`config.mk`:
```
export PLATFORM = sky130hd
export DESIGN_NAME = siftedkey_reader_flat
export DESIGN_NICKNAME = d
export VERILOG_FILES = /design/src/rtl/siftedkey_reader_if.sv /design/src/rtl/siftedkey_reader.sv /design/src/flat_wrapper.sv
export SDC_FILE = /design/constraint.sdc
export NUM_CORES = 1
export LEC_CHECK = 0
export BUFFER_PORTS_ARGS = -buffer_cell sky130_fd_sc_hd__buf_2
export CORE_MARGIN = 4
export CORE_UTILIZATION = 62
export CTS_CLUSTER_SIZE = 16
export DETAILED_ROUTE_END_ITERATION = 8
export GPL_TIMING_DRIVEN = 0
export PLACE_DENSITY_LB_ADDON = 0.12
export SYNTH_ARGS = -nofsm -noshare
export SYNTH_HDL_FRONTEND = slang
export SYNTH_SLANG_ARGS = --single-unit
export TNS_END_PERCENT = 20
```
`constraint.sdc`:
```
create_clock -name clk -period 6.72 [get_ports clk]
set_clock_uncertainty 0.2 [all_clocks]
set_input_delay 1.344 -clock clk [delete_from_list [all_inputs] [get_ports clk]]
set_output_delay 1.344 -clock clk [all_outputs]
set_load 0.01 [all_outputs]
```
`src/rtl/siftedkey_reader_if.sv`:
```
// Bundle of the BRAM port-B read signals and the downstream key word stream.
interface siftedkey_reader_if #(
    parameter int ADDR_W = 15,
    parameter int DATA_W = 64
);
    logic [ADDR_W-1:0] Asiftedkey_addrb;
    logic              Asiftedkey_enb;
    logic [DATA_W-1:0] Asiftedkey_doutb;
    logic [DATA_W-1:0] key_tdata;
    logic              key_tvalid;
    logic              key_tready;
    logic              key_tlast;

    // The reader drives the BRAM address/enable and the outgoing stream.
    modport master (
        output Asiftedkey_addrb,
        output Asiftedkey_enb,
        input  Asiftedkey_doutb,
        output key_tdata,
        output key_tvalid,
        input  key_tready,
        output key_tlast
    );

    // The BRAM / downstream consumer side.
    modport slave (
        input  Asiftedkey_addrb,
        input  Asiftedkey_enb,
        output Asiftedkey_doutb,
        input  key_tdata,
        input  key_tvalid,
        output key_tready,
        input  key_tlast
    );
endinterface

```
`src/rtl/siftedkey_reader.sv`:
```
// Sifted-key burst reader: fetches key_words consecutive words from the
// sifted-key BRAM (port B) and streams them out with valid/ready flow control.
// A credit counter (words in flight plus words buffered) guarantees the small
// output FIFO can never overflow, whatever the downstream ready pattern is.
module siftedkey_reader #(
    parameter int ADDR_W     = 15,
    parameter int DATA_W     = 64,
    parameter int RD_LAT     = 2,
    parameter int FIFO_DEPTH = 4
) (
    input  logic              clk,
    input  logic              rst_n,
    input  logic              start,
    input  logic [ADDR_W-1:0] start_addr,
    input  logic [15:0]       key_words,
    output logic              busy,
    output logic              done,
    siftedkey_reader_if.master bus
);

    localparam int          PTR_W     = (FIFO_DEPTH > 1) ? $clog2(FIFO_DEPTH) : 1;
    localparam int          CNT_W     = $clog2(FIFO_DEPTH + 1);
    localparam logic [15:0] MAX_WORDS = 16'd32768;

    typedef enum logic [1:0] {IDLE, READ, DRAIN, DONE} state_t;

    state_t            state_q, state_d;
    logic [ADDR_W-1:0] addr_q, addr_d;
    logic [15:0]       rem_q, rem_d;
    logic [CNT_W-1:0]  used_q, used_d;
    logic [RD_LAT-1:0] vld_pipe_q, vld_pipe_d;
    logic [RD_LAT-1:0] last_pipe_q, last_pipe_d;
    logic [DATA_W:0]   mem_q [FIFO_DEPTH];
    logic [DATA_W:0]   mem_d [FIFO_DEPTH];
    logic [PTR_W-1:0]  wr_ptr_q, wr_ptr_d;
    logic [PTR_W-1:0]  rd_ptr_q, rd_ptr_d;
    logic [CNT_W-1:0]  count_q, count_d;

    logic [15:0]       req_words;
    logic              fifo_pop;
    logic              fifo_push;
    logic              head_last;
    logic              room;
    logic              issue;
    logic              issue_last;
    logic [ADDR_W-1:0] issue_addr;

    function automatic logic [PTR_W-1:0] ptr_inc(input logic [PTR_W-1:0] p);
        return (p == PTR_W'(FIFO_DEPTH - 1)) ? '0 : p + PTR_W'(1);
    endfunction

    // Clamp the requested length to the BRAM depth and derive handshake terms.
    always_comb begin
        req_words = (key_words > MAX_WORDS) ? MAX_WORDS : key_words;
        fifo_pop  = (count_q != '0) && bus.key_tready;
        fifo_push = vld_pipe_q[RD_LAT-1];
        head_last = mem_q[rd_ptr_q][DATA_W];
        room      = (used_q < CNT_W'(FIFO_DEPTH)) || fifo_pop;
    end

    // Read issue: the first read goes out in the accepting cycle, then one per cycle while credit allows.
    always_comb begin
        issue      = 1'b0;
        issue_last = 1'b0;
        issue_addr = addr_q;
        if (rst_n) begin
            case (state_q)
                IDLE: begin
                    if (start && (req_words != 16'd0)) begin
                        issue      = 1'b1;
                        issue_addr = start_addr;
                        issue_last = (req_words == 16'd1);
                    end
                end
                READ: begin
                    if (room) begin
                        issue      = 1'b1;
                        issue_last = (rem_q == 16'd1);
                    end
                end
                default: ;
            endcase
        end
    end

    // State register.
    always_ff @(posedge clk) begin
        if (!rst_n) state_q <= IDLE;
        else        state_q <= state_d;
    end

    // Next-state logic.
    always_comb begin
        state_d = state_q;
        case (state_q)
            IDLE: begin
                if (start) begin
                    if (req_words == 16'd0)      state_d = DONE;
                    else if (req_words == 16'd1) state_d = DRAIN;
                    else                         state_d = READ;
                end
            end
            READ:    if (issue && issue_last)     state_d = DRAIN;
            DRAIN:   if (fifo_pop && head_last)   state_d = DONE;
            DONE:    state_d = IDLE;
            default: state_d = IDLE;
        endcase
    end

    // Status outputs decoded from the state.
    always_comb begin
        busy = (state_q != IDLE);
        done = (state_q == DONE);
    end

    // Address/remaining counters, credit tracking and the returning-data valid delay line.
    always_comb begin
        addr_d = addr_q;
        rem_d  = rem_q;
        if ((state_q == IDLE) && start) begin
            addr_d = start_addr;
            rem_d  = req_words;
        end
        if (issue) begin
            addr_d = issue_addr + ADDR_W'(1);
            rem_d  = ((state_q == IDLE) ? req_words : rem_q) - 16'd1;
        end
        used_d         = used_q + CNT_W'(issue) - CNT_W'(fifo_pop);
        vld_pipe_d     = vld_pipe_q;
        last_pipe_d    = last_pipe_q;
        vld_pipe_d[0]  = issue;
        last_pipe_d[0] = issue_last;
        for (int i = 1; i < RD_LAT; i++) begin
            vld_pipe_d[i]  = vld_pipe_q[i-1];
            last_pipe_d[i] = last_pipe_q[i-1];
        end
    end

    // Output FIFO: capture BRAM data as its valid flag leaves the delay line, pop on handshake.
    always_comb begin
        mem_d    = mem_q;
        wr_ptr_d = wr_ptr_q;
        rd_ptr_d = rd_ptr_q;
        if (fifo_push) begin
            mem_d[wr_ptr_q] = {last_pipe_q[RD_LAT-1], bus.Asiftedkey_doutb};
            wr_ptr_d        = ptr_inc(wr_ptr_q);
        end
        if (fifo_pop) begin
            rd_ptr_d = ptr_inc(rd_ptr_q);
        end
        count_d = count_q + CNT_W'(fifo_push) - CNT_W'(fifo_pop);
    end

    // Datapath registers; reset also flushes in-flight reads so late BRAM data is dropped.
    always_ff @(posedge clk) begin
        if (!rst_n) begin
            addr_q      <= '0;
            rem_q       <= '0;
            used_q      <= '0;
            vld_pipe_q  <= '0;
            last_pipe_q <= '0;
            wr_ptr_q    <= '0;
            rd_ptr_q    <= '0;
            count_q     <= '0;
        end else begin
            addr_q      <= addr_d;
            rem_q       <= rem_d;
            used_q      <= used_d;
            vld_pipe_q  <= vld_pipe_d;
            last_pipe_q <= last_pipe_d;
            wr_ptr_q    <= wr_ptr_d;
            rd_ptr_q    <= rd_ptr_d;
            count_q     <= count_d;
        end
    end

    // FIFO storage needs no reset: an empty count masks its contents.
    always_ff @(posedge clk) begin
        mem_q <= mem_d;
    end

    assign bus.Asiftedkey_enb   = issue;
    assign bus.Asiftedkey_addrb = issue ? issue_addr : '0;
    assign bus.key_tvalid       = (count_q != '0);
    assign bus.key_tdata        = mem_q[rd_ptr_q][DATA_W-1:0];
    assign bus.key_tlast        = head_last && (count_q != '0);

endmodule
```
`src/flat_wrapper.sv`:
```
// flat-port wrapper written by rule: the top's interface ports become plain ports
module siftedkey_reader_flat 
#(
    parameter int ADDR_W     = 15,
    parameter int DATA_W     = 64,
    parameter int RD_LAT     = 2,
    parameter int FIFO_DEPTH = 4
)
  (clk, rst_n, start, start_addr, key_words, busy, done, bus_Asiftedkey_addrb, bus_Asiftedkey_enb, bus_Asiftedkey_doutb, bus_key_tdata, bus_key_tvalid, bus_key_tready, bus_key_tlast);
  siftedkey_reader_if #(.ADDR_W(ADDR_W), .DATA_W(DATA_W)) bus_i ();
  input  logic clk;
  input  logic rst_n;
  input  logic start;
  input  logic [ADDR_W-1:0] start_addr;
  input  logic [15:0] key_words;
  output logic busy;
  output logic done;
  output wire logic [$bits(bus_i.Asiftedkey_addrb)-1:0] bus_Asiftedkey_addrb;
  output wire logic [$bits(bus_i.Asiftedkey_enb)-1:0] bus_Asiftedkey_enb;
  input wire logic [$bits(bus_i.Asiftedkey_doutb)-1:0] bus_Asiftedkey_doutb;
  output wire logic [$bits(bus_i.key_tdata)-1:0] bus_key_tdata;
  output wire logic [$bits(bus_i.key_tvalid)-1:0] bus_key_tvalid;
  input wire logic [$bits(bus_i.key_tready)-1:0] bus_key_tready;
  output wire logic [$bits(bus_i.key_tlast)-1:0] bus_key_tlast;
  assign bus_Asiftedkey_addrb = bus_i.Asiftedkey_addrb;
  assign bus_Asiftedkey_enb = bus_i.Asiftedkey_enb;
  assign bus_i.Asiftedkey_doutb = bus_Asiftedkey_doutb;
  assign bus_key_tdata = bus_i.key_tdata;
  assign bus_key_tvalid = bus_i.key_tvalid;
  assign bus_i.key_tready = bus_key_tready;
  assign bus_key_tlast = bus_i.key_tlast;
  siftedkey_reader #(.ADDR_W(ADDR_W), .DATA_W(DATA_W), .RD_LAT(RD_LAT), .FIFO_DEPTH(FIFO_DEPTH)) u_core (.clk(clk), .rst_n(rst_n), .start(start), .start_addr(start_addr), .key_words(key_words), .busy(busy), .done(done), .bus(bus_i));
endmodule
```
==> flow_summary.json <==
{
  "syn-instance-count": 930,
  "regToRegSetupSlack_ns": 1.38,
  "fin_hold_ws_ns": 0.2300,
  "critPathCapture": "u_core.addr_q[14]",
  "endpoint_kind": "flop",
  "worstPathArrival_ns": 6.12,
  "syn_avg_cell_area_um2": 14.54,
  "io_buffer_count": 180,
  "core_mm2": 0.02122,
  "tightest_slew_ns": 1.040,
  "synth_top_area_cell": "edfxtp_1",
  "overflow": 0,
  "ant_nets": 0,
  "topRoutingLayerUsed": "met4",
  "yosys_warnings": 0,
  "die_y_um": 155.7,
  "status": "completed",
  "pin_count": 183,
  "grt_start_max_net_pins": 44,
  "cts_setup_buffers": 0,
  "synth_edf_count": 260,
  "drc_errors": 0,
  "timing.slew.headroom_pct": 30.67,
  "crit_fanout": 10,
  "ys_ff_latch": 307,
  "rsz0062_at_grt": "false",
  "via_per_inst": 6.405,
  "wire_per_inst_um": 23.05,
  "m1WireLength_um": 13240,
  "cts_sinks": 307,
  "syn-cell-area_mm2": 0.01353,
  "dp_slack_ns": 0.4896,
  "cts_hold_buf": 0,
  "max_freq_mhz": 171.3,
  "reg2reg_from": "u_core.state_q[1]",
  "fillers": 1347,
  "die_x_um": 155.7,
  "r2r.worst_path.cells": 18,
  "leakagePower_nw": 5.573,
  "async_flop_share_pct": 0,
  "yosys.area.top_type_share_pct": 57.72,
  "track_usage_pct": 27.26,
  "clk_pin_slew_worst_paths_ns": 0.07,
  "htree_levels": 1,
  "wl_met3_um": 2654,
  "regArea_mm2": 0.008748,
  "fin_crit_ns": 5.837,
  "dieArea_mm2": 0.02424,
  "finalHoldViolCount": 0,
  "period_share_pct": 86.87,
  "setup_tns_ns": 0,
  "dr_total_vias": 9243,
  "worstSetupPathType": "in2reg",
  "drive_gt1_share_pct": 27.85,
  "setup_viol": 0,
  "dr_wl_met2_um": 16530,
  "synthTopCellsByArea": "edfxtp_1 (58%), mux4_2 (11%), dfxtp_1 (7.0%), nand2_1 (2.2%), a21oi_1 (1.6%)",
  "timing.rr.end": "u_core.addr_q[14]",
  "power.density_mw_per_mm2": 360.9,
  "nNetsFinal": 1261,
  "initial_core_util_pct": 63.74,
  "cts-buffers-inserted": 30,
  "synthToLayoutAreaGrowth_pct": 17.07,
  "peakVddDrop_uv": 267.2,
  "drt_pass1_iterations": 6,
  "grt_pass1_wl_um": 51740,
  "clk_latency_ns": 0.54,
  "drt_iter0_drc": 1087,
  "final_core_util_pct": 74.62,
  "grt_pass1_vias": 9124,
  "netlist-cell-type-count": 72,
  "gp_congestion": 0.9412,
  "synth_ff_type": "edfxtp_1",
  "max-cap-violations": 0,
  "crit_path_start_kind": "input port",
  "final_area_mm2": 0.01584,
  "dp_hpwl_um": 21410,
  "clock_path_buffers": 3,
  "ctsRootBufferMaster": "clkbuf_16",
  "final_max_slew_viol_count": 0,
  "ctsResizeCount": 0,
  "setup_ws_ns": 0.8825,
  "crit_start": "rst_n",
  "cts_tree": "done",
  "synth_seq_area_share_pct": 64.67,
  "min_path_type": "reg2reg",
  "multi_input_area_mm2": 0.004506,
  "antenna_found_initial": 1,
  "rows": 53,
  "drt-total-wl_um": 33260,
  "syn_nets": 1045,
  "cp.required_ns": 7.01,
  "dpl-instance-area_mm2": 0.01488
}
==> cell usage in the layout (no fill, tap or decap), types with 22 or more instances in the layout <==
| cell | count |
|---|---|
| nor3_1 | 22 |
| buf_2 | 189 |
| dfxtp_1 | 47 |
| a21oi_1 | 44 |
| mux4_2 | 65 |
| clkbuf_1 | 34 |
| o21ai_0 | 42 |
| nand3_1 | 22 |
| nand2_1 | 81 |
| nor2_1 | 46 |
| edfxtp_1 | 260 |
| clkbuf_16 | 30 |
==> kinds of logic after synthesis <==
family                   share of synthesized area (%)
multiplexers                                     11.89
AO/OA/AOI/OAI                                    9.241
buffers and inverters                            2.090
adder cells (fa/ha/maj)                          1.591
flip-flops                                       64.67
XOR/XNOR                                        0.6475
AND/OR/NAND/NOR                                  9.870
==> layer usage <==
| layer | vias to the layer above | GRT usage (%) |
|---|---|---|
| met5 | - | 0 |
| met4 | 0 | 7.128 |
| met3 | 77 | 3.800 |
| met2 | 510 | 45.57 |
| met1 | 4534 | 38.57 |
| li1 | 4122 | - |
==> final cells by class <==
type	instances	area share, %
buffer	51	1.312
antenna	1	0.01580
clock buffer	36	4.883
sequential	307	55.25
multi-input combinational	552	28.45
tap	275	2.173
inverter	20	0.4741
timing repair buffer	184	6.290
clock inverter	17	1.154
==> worst min-delay path by stage <==
| stage | slack (ns) | startpoint | to | depth (start not counted) |
|---|---|---|---|---|
| CTS | 0.23 | u_core.vld_pipe_q[0] | u_core.vld_pipe_q[1] | 1 |
| finish | 0.23 | u_core.vld_pipe_q[0] | u_core.vld_pipe_q[1] | 1 |
| detailed placement | 0.22 | u_core.vld_pipe_q[0] | u_core.vld_pipe_q[1] | 1 |
| floorplan | 0.21 | u_core.last_pipe_q[0] | u_core.last_pipe_q[1] | 1 |
| global placement | 0.21 | u_core.vld_pipe_q[0] | u_core.vld_pipe_q[1] | 1 |
| global route | 0.25 | u_core.vld_pipe_q[0] | u_core.vld_pipe_q[1] | 1 |
==> through the flow <==
step	power, mW	cells
6_report	5.716	1443
5_1_grt	5.993	1443
4_1_cts	5.719	1442
3_5_place_dp	4.092	1389
3_3_place_gp	4.057	1385
2_1_floorplan	3.524	930
==> flip-flops by register name, summed over array words and instances, names as in the netlist <==
register	cells
u_core.vld_pipe_q	2
u_core.rd_ptr_q	2
u_core.mem_q	260
u_core.rem_q	16
u_core.count_q	3
u_core.state_q	2
u_core.last_pipe_q	2
u_core.wr_ptr_q	2
u_core.addr_q	15
u_core.used_q	3
==> power breakdown <==
group | internal, mW | switching, mW
clock network | 0.937 | 0.680
registers | 2.22 | 0.124
logic | 0.704 | 1.05
==> critical path, cell delays in order <==
cell and delay (ns):
buf_2 0.10, clkbuf_1 0.39, nand3_1 0.26, a21oi_2 0.49, clkbuf_1 0.52, clkbuf_1 0.50, nand2_1 0.14, nand2_1 0.09
ha_1 0.13, clkbuf_1 0.30, inv_1 0.22, nor4_1 0.34, a41oi_1 0.14, a22o_1 0.38, o311a_1 0.37, o31ai_1 0.24
o21a_1 0.15
==> cell usage after synthesis (3+ instances only) <==
cell type	instances
o41ai_1	3
nor4_1	8
nor3b_1	3
mux2_2	3
inv_1	20
mux2i_1	11
nand4_1	12
dfxtp_1	47
nor3_1	22
nand2_1	81
and3_1	7
or4_1	3
nor2b_1	12
clkbuf_1	28
mux4_2	65
buf_2	9
o211ai_1	5
a21o_1	5
o211a_1	4
edfxtp_1	260
nand2b_1	9
o31ai_1	7
xnor2_1	8
o21bai_1	3
nand3_1	22
ha_1	14
buf_1	12
or3_1	10
o21a_1	5
o311a_1	3
a21boi_0	4
o221ai_1	3
o311ai_0	5
nor4_2	4
and2_1	15
o22ai_1	4
a21oi_1	44
o21ai_0	42
and4_1	3
nor2_1	46
a211oi_1	8
a31oi_1	9
Power figures use the tool's default switching activity.
